**src/rtl/bit_serial_adder_ctrl_pkg.sv**
```systemverilog
// Shared definitions for the bit-serial adder controller.
package bit_serial_adder_ctrl_pkg;

  localparam int unsigned DEFAULT_WIDTH = 8;

  typedef enum logic [1:0] {
    IDLE = 2'd0,
    RUN  = 2'd1,
    DONE = 2'd2
  } state_t;

endpackage

```
**src/rtl/bit_serial_adder_ctrl_serial_fa_cell.sv**
```systemverilog
// One-bit full adder built from gate primitives.
module serial_fa_cell (
  input  logic lhs,
  input  logic rhs,
  input  logic cin,
  output logic sum,
  output logic cout
);

  logic prop;
  logic gen;
  logic prop_c;

  xor g_prop  (prop,   lhs,  rhs);
  xor g_sum   (sum,    prop, cin);
  and g_gen   (gen,    lhs,  rhs);
  and g_pc    (prop_c, prop, cin);
  or  g_cout  (cout,   gen,  prop_c);

endmodule

```
**src/rtl/bit_serial_adder_ctrl.sv**
```systemverilog
// Bit-serial adder: one operand bit per cycle through a single full-adder cell.
module bit_serial_adder_ctrl
  import bit_serial_adder_ctrl_pkg::*;
#(
  parameter int unsigned WIDTH = DEFAULT_WIDTH
) (
  input  logic             clk,
  input  logic             rst,
  input  logic             start,
  input  logic [WIDTH-1:0] lhs,
  input  logic [WIDTH-1:0] rhs,
  input  logic             cin,
  output logic             busy,
  output logic             done,
  output logic [WIDTH-1:0] sum,
  output logic             cout,
  output logic             ovf
);

  localparam int unsigned CW = $clog2(WIDTH) + 1;

  state_t           state;
  state_t           state_nxt;
  logic [WIDTH-1:0] lhs_sh;
  logic [WIDTH-1:0] rhs_sh;
  logic [WIDTH-1:0] res_sh;
  logic             carry;
  logic             cout_r;
  logic             ovf_r;
  logic [CW-1:0]    cnt;
  logic             fa_sum;
  logic             fa_cout;
  logic             last_bit;
  logic             accept;

  assign last_bit = (cnt == CW'(WIDTH - 1));

  serial_fa_cell u_fa (
    .lhs  (lhs_sh[0]),
    .rhs  (rhs_sh[0]),
    .cin  (carry),
    .sum  (fa_sum),
    .cout (fa_cout)
  );

  // State register.
  always_ff @(posedge clk) begin
    if (rst) state <= IDLE;
    else     state <= state_nxt;
  end

  // Next-state and status decode; start is only honoured in IDLE.
  always_comb begin
    state_nxt = state;
    busy      = 1'b0;
    done      = 1'b0;
    accept    = 1'b0;
    unique case (state)
      IDLE: begin
        if (start) begin
          accept    = 1'b1;
          state_nxt = RUN;
        end
      end
      RUN: begin
        busy = 1'b1;
        if (last_bit) state_nxt = DONE;
      end
      DONE: begin
        done      = 1'b1;
        state_nxt = IDLE;
      end
      default: state_nxt = IDLE;
    endcase
  end

  // Operand/result shifting, carry chain and final flag capture.
  always_ff @(posedge clk) begin
    if (rst) begin
      lhs_sh <= '0;
      rhs_sh <= '0;
      res_sh <= '0;
      carry  <= 1'b0;
      cout_r <= 1'b0;
      ovf_r  <= 1'b0;
      cnt    <= '0;
    end else if (accept) begin
      lhs_sh <= lhs;
      rhs_sh <= rhs;
      carry  <= cin;
      cnt    <= '0;
    end else if (state == RUN) begin
      res_sh <= {fa_sum, res_sh[WIDTH-1:1]};
      lhs_sh <= lhs_sh >> 1;
      rhs_sh <= rhs_sh >> 1;
      carry  <= fa_cout;
      cnt    <= cnt + 1'b1;
      if (last_bit) begin
        cout_r <= fa_cout;
        // carry still holds the carry into the MSB on this cycle
        ovf_r  <= carry ^ fa_cout;
      end
    end
  end

  assign sum  = res_sh;
  assign cout = cout_r;
  assign ovf  = ovf_r;

endmodule

```
**config.mk**
```make
export PLATFORM = sky130hd
export DESIGN_NAME = bit_serial_adder_ctrl
export DESIGN_NICKNAME = d
export VERILOG_FILES = /design/src/rtl/bit_serial_adder_ctrl_pkg.sv /design/src/rtl/bit_serial_adder_ctrl_serial_fa_cell.sv /design/src/rtl/bit_serial_adder_ctrl.sv
export SDC_FILE = /design/constraint.sdc
export NUM_CORES = 1
export LEC_CHECK = 0
export ABC_AREA = 1
export CORE_MARGIN = 5
export CORE_UTILIZATION = 47
export CTS_BUF_LIST = sky130_fd_sc_hd__clkbuf_8
export CTS_CLUSTER_SIZE = 24
export DETAILED_ROUTE_END_ITERATION = 7
export PLACE_DENSITY_LB_ADDON = 0.08
export SLEW_MARGIN = 20
export SYNTH_ARGS = -nofsm -noshare
export SYNTH_HDL_FRONTEND = slang
export SYNTH_SLANG_ARGS = --single-unit
```
**constraint.sdc**
```tcl
create_clock -name clk -period 1.26 [get_ports clk]
set_clock_uncertainty 0.15 [all_clocks]
set_input_delay 0.252 -clock clk [delete_from_list [all_inputs] [get_ports clk]]
set_output_delay 0.252 -clock clk [all_outputs]
set_load 0.1 [all_outputs]
```
=== Word level (Yosys, flattened, before mapping) ===
Index checks and enable logic that the tools add are counted.

* Output and inout port bits: 12
* Input port bits: 20
* Register bits after elaboration: 33

* Reduce and logical (&&, ||, !) cells: 6
* Bitwise logic cells: 7
* Add/sub/neg operators: 1
* Eq/ne operators: 5
* Multiplexer cells: 13

{| class="wikitable"
|+ Operators with widths
! cell !! count
|-
| $mux 8 || 4
|-
| $mux 1 || 6
|-
| $add 4x1->4 const B || 1
|-
| $eq 4x3->1 const B || 1
|-
| $mux 2 || 2
|-
| $ne 2x2->1 const B || 2
|-
| $pmux 2 s2 || 1
|-
| $reduce_and 2->1 || 2
|-
| $reduce_and 3->1 || 1
|-
| $xor 1x1->1 || 3
|-
| $and 1x1->1 || 2
|-
| $eq 2x1->1 const B || 1
|-
| $eq 2x2->1 const B || 1
|-
| $logic_not 2->1 || 1
|-
| $reduce_bool 2->1 || 1
|-
| $reduce_or 2->1 || 1
|-
| $not 1->1 || 1
|-
| $or 1x1->1 || 1
|}

=== Logic depth before layout (Yosys ltp) ===
* Word-level depth: 5
* Mapped depth: 7
* Gate-level depth less buffers: 7

=== Hierarchy ===
Synthesis repeated with hierarchy kept, for this count alone.

* Cell total of the unflattened synthesis: 218
* Area, all modules: 1545.2 um^2

{| class="wikitable"
|+ By module, submodules not included
! module !! area an instance (um^2) !! cells each !! instances !! sequential area each (um^2)
|-
| bit_serial_adder_ctrl || 1525.2 || 217 || 1 || 660.6
|-
| serial_fa_cell || 20.0 || 1 || 1 || 0.0
|}

=== Least setup slack after synthesis ===
Ideal clock, no wire load.

* Kind: register to output
* Start: reg state[1]
* End: out done
* Stages on the path, launching flop included: 3
* Setup slack: -0.904 ns
* Path buffers: 0
* Arrival: 1.762 ns
* Cell sequence: dfxtp_1 -> inv_2 -> nor2_1

* Longest elaborated chain between the ends: 2

{| class="wikitable"
|+ Ends and longest elaborated chain
! element !! RTL line !! RTL
|-
| from (decl) || bit_serial_adder_ctrl.sv:22 || <nowiki>state_t state;</nowiki>
|-
| from (signal assigned) || bit_serial_adder_ctrl.sv:49 || <nowiki>else state <= state_nxt;</nowiki>
|-
| $eq 2x2->1 || bit_serial_adder_ctrl.sv:58 || <nowiki>unique case (state)</nowiki>
|-
| $mux 1 || bit_serial_adder_ctrl.sv:58 ||
|-
| to (decl) || bit_serial_adder_ctrl.sv:14 || <nowiki>output logic done,</nowiki>
|}

No other way between the ends.

=== Final worst setup path ===
* Start: reg state[0]
* End: out busy

* Longest elaborated chain between the ends: 2

{| class="wikitable"
|+ Ends and longest elaborated chain
! element !! RTL line !! RTL
|-
| $eq 2x1->1 || bit_serial_adder_ctrl.sv:58 ||
|-
| $mux 1 || bit_serial_adder_ctrl.sv:58 ||
|-
| to (decl) || bit_serial_adder_ctrl.sv:13 || <nowiki>output logic busy,</nowiki>
|}

No other way between the ends.

==> flow_summary.ini <==
[run_status]
status = finished, violations left
violations = negative setup slack

[pwr]
p_sw_share_pct = 31.10
power.clock.fraction_pct = 29.1
p_per_area_nw_per_um2 = 1104
leakage_nw = 1.121
internal_power_mw = 1.888
vdd_drop_max_mv = 0.6666
p_comb_share_pct = 28.6
power.switching_mw = 0.8519
pwr-share-seq_pct = 42.4
power_mw = 2.739

[placed_design]
port_buffers = 31
place_area_sq_um = 2203
place.gp.congestion = 0.8078
dp_slack_ns = -0.2871
dpl.hpwl_microns = 2884

[timing]
hold_ws_ns = 0.3271
rsz0062_at_grt = true
max-slew-margin-rel_pct = 83.77
finalWorstSetupSlack_ns = -0.1963
fmax_mhz = 686.7
drv_slew = 0
final.period_utilization_pct = 115.6
period_needed_ns = 1.456
hold_viol_final = 0
finalSetupViolCount = 34
tightest_slew_ns = 0.2409

[grt]
grt_max_degree = 23
grt_usage_pct = 20.14
grt_first_pass_wirelength_microns = 6851
antenna_found_initial = 0
overflow = 0
grt_pass1_vias = 1488

[synthesis]
synthCells = 222
synth_compound_area_share_pct = 4.870
synth_fp_nets = 244
seq_area_frac_synth_pct = 42.86
synth_top_family_by_area = simple AND/OR/NAND/NOR gates
synthDistinctLibCells = 19
synth_top_area_share_pct = 42.86
synth_adder_area_share_pct = 2.110
synthSimpleGateAreaFrac_pct = 41.07
synth_area_per_cell_sq_um = 6.944
synthMuxAreaShare_pct = 0
synth_area_leaders = dfxtp_1 43%, nand2_1 15%, nand3_1 9.7%
ys_ff_latch = 33
netlist.top_cell.by_area = dfxtp_1
synth_area_sq_um = 1541
yosysWarningCount = 0
yosys.area_share.xor_xnor_pct = 0.5682

[cts]
clk_latency_ns = 0.28
root_buffer = clkbuf_8
clkTransAtPathRegs_ns = 0.06
htree_levels = 2
cts_tree = done
clockBufferDepth = 2
cts_hold_buf = 0
cts.sinks = 33
numCtsBuffers = 5

[final_layout]
synthToLayoutAreaGrowth_pct = 61.04
stdcell_area_sq_um = 2482
nets = 298
nFillCells = 208
drive_gt1_share_pct = 30.32
seqCellArea_sq_um = 684.4
n_antenna_cell = 0
multi_input_area_sq_um = 823.3

[floorplanning]
fp.dieW_microns = 67.27
io_pins = 32
die_h_microns = 67.27
dieArea_sq_um = 4525
rows = 20
core-area_sq_um = 3103
start_util_pct = 49.68

[setup_path]
crit_type = flop to output port
end_kind = output port
cp.arrival_ns = 1.05
crit_path_start_kind = flop
critPathRequiredTime_ns = 0.86
critPathMaxFanout = 4

[route]
dr.pass1.iters = 4
vias = 1628
drt-initial-drc-count = 120
wl_microns = 4434
final_antenna_net_count = 0
drc_errors = 0
via_per_inst = 5.072
wl_per_cell_microns = 13.81

[run]
drv_cap = 0

[worst_hold_path]
min_path_type = flop to flop
[layer usage]
layer | GRT usage (%) | up-vias | wire length [microns]
li1 | - | 822 | -
met1 | 27.58 | 757 | 1923
met2 | 31.41 | 43 | 2221
met3 | 4.160 | 6 | 248
met4 | 6.835 | 0 | 40
met5 | 0 | - | 0
[layout make-up]
| cell class | count | share of cell area (%) |
|---|---|---|
| timing repair buffer | 61 | 31.30 |
| tap | 44 | 2.218 |
| sequential | 33 | 27.57 |
| clock inverter | 2 | 0.3024 |
| inverter | 12 | 2.117 |
| multi-input combinational | 163 | 33.17 |
| clock buffer | 6 | 3.327 |
[timing repair]
item,CTS,global route
pin swaps,0,11
buffers inserted,4,3
gates resized for setup,7,27
setup endpoints to repair,9,36
gates cloned,0,2
[synthesized netlist by cell type (all sizes together)]
| cell | instances |
|---|---|
| nand2 | 64 |
| inv | 12 |
| fa | 1 |
| o21ai | 9 |
| clkbuf | 2 |
| xor2 | 1 |
| nand3 | 30 |
| nor2 | 39 |
| a21oi | 6 |
| ha | 1 |
| nand4 | 11 |
| dfxtp | 33 |
| buf | 12 |
| nand3b | 1 |
[layout by cell type, fill, tap and decap left out, drive strengths merged]
| master | instances |
|---|---|
| nand2 | 64 |
| buf | 41 |
| nor2 | 39 |
| dfxtp | 33 |
| nand3 | 30 |
| clkdlybuf4s50 | 18 |
| inv | 14 |
| nand4 | 11 |
| o21ai | 9 |
| clkbuf | 7 |
| a21oi | 6 |
| nand3b | 1 |
| xor2 | 1 |
| fa | 1 |
| ha | 1 |
| dlymetal6s2s | 1 |
[sequential cells by signal, summed over array words and instances, names as in the netlist]
signal / count
rhs_sh: 8
cnt: 4
ovf: 1
carry: 1
cout: 1
lhs_sh: 8
sum: 8
state: 2
[kinds of logic after synthesis]
group / after synthesis
AO/OA/AOI/OAI: 15
buffers and inverters: 26
adder cells (fa/ha/maj): 2
flip-flops: 33
XOR/XNOR: 1
AND/OR/NAND/NOR: 145
[worst max-delay path, stage by stage (launching register included)]
cell     delay (ns)
dfxtp_4        0.37
inv_4          0.04
nor2_4         0.09
buf_12         0.11
buf_12         0.16
[through the flow]
| stage | instances | util (%) | TNS (ns) |
|---|---|---|---|
| after global placement | 304 | 71.01 | -7.281 |
| after detailed placement | 304 | 71.01 | -7.710 |
| final | 321 | 80.00 | -2.413 |
| after floorplan | 222 | - | -0.04925 |
| after CTS | 316 | 75.65 | -3.190 |
| after global routing | 321 | 80.00 | -4.902 |
[path summary, 6_finish.rpt]
path | start | cells past startpoint | end | slack (ns)
max reg2reg | state[0] | 8 | rhs_sh[0] | -0.13
max | state[0] | 4 | busy | -0.20
min | lhs_sh[2] | 2 | lhs_sh[1] | 0.33
min reg2reg | lhs_sh[2] | 2 | lhs_sh[1] | 0.33
[power groups by stage]
stage	registers, mW	logic [mW]	clock network (mW)
global route	1.17	0.832	0.854
floorplan	1.32	0.252	0
finish	1.16	0.783	0.796
global placement	1.18	0.683	0
CTS	1.16	0.721	0.808
detailed placement	1.18	0.692	0
Power figures use the tool's default switching activity.
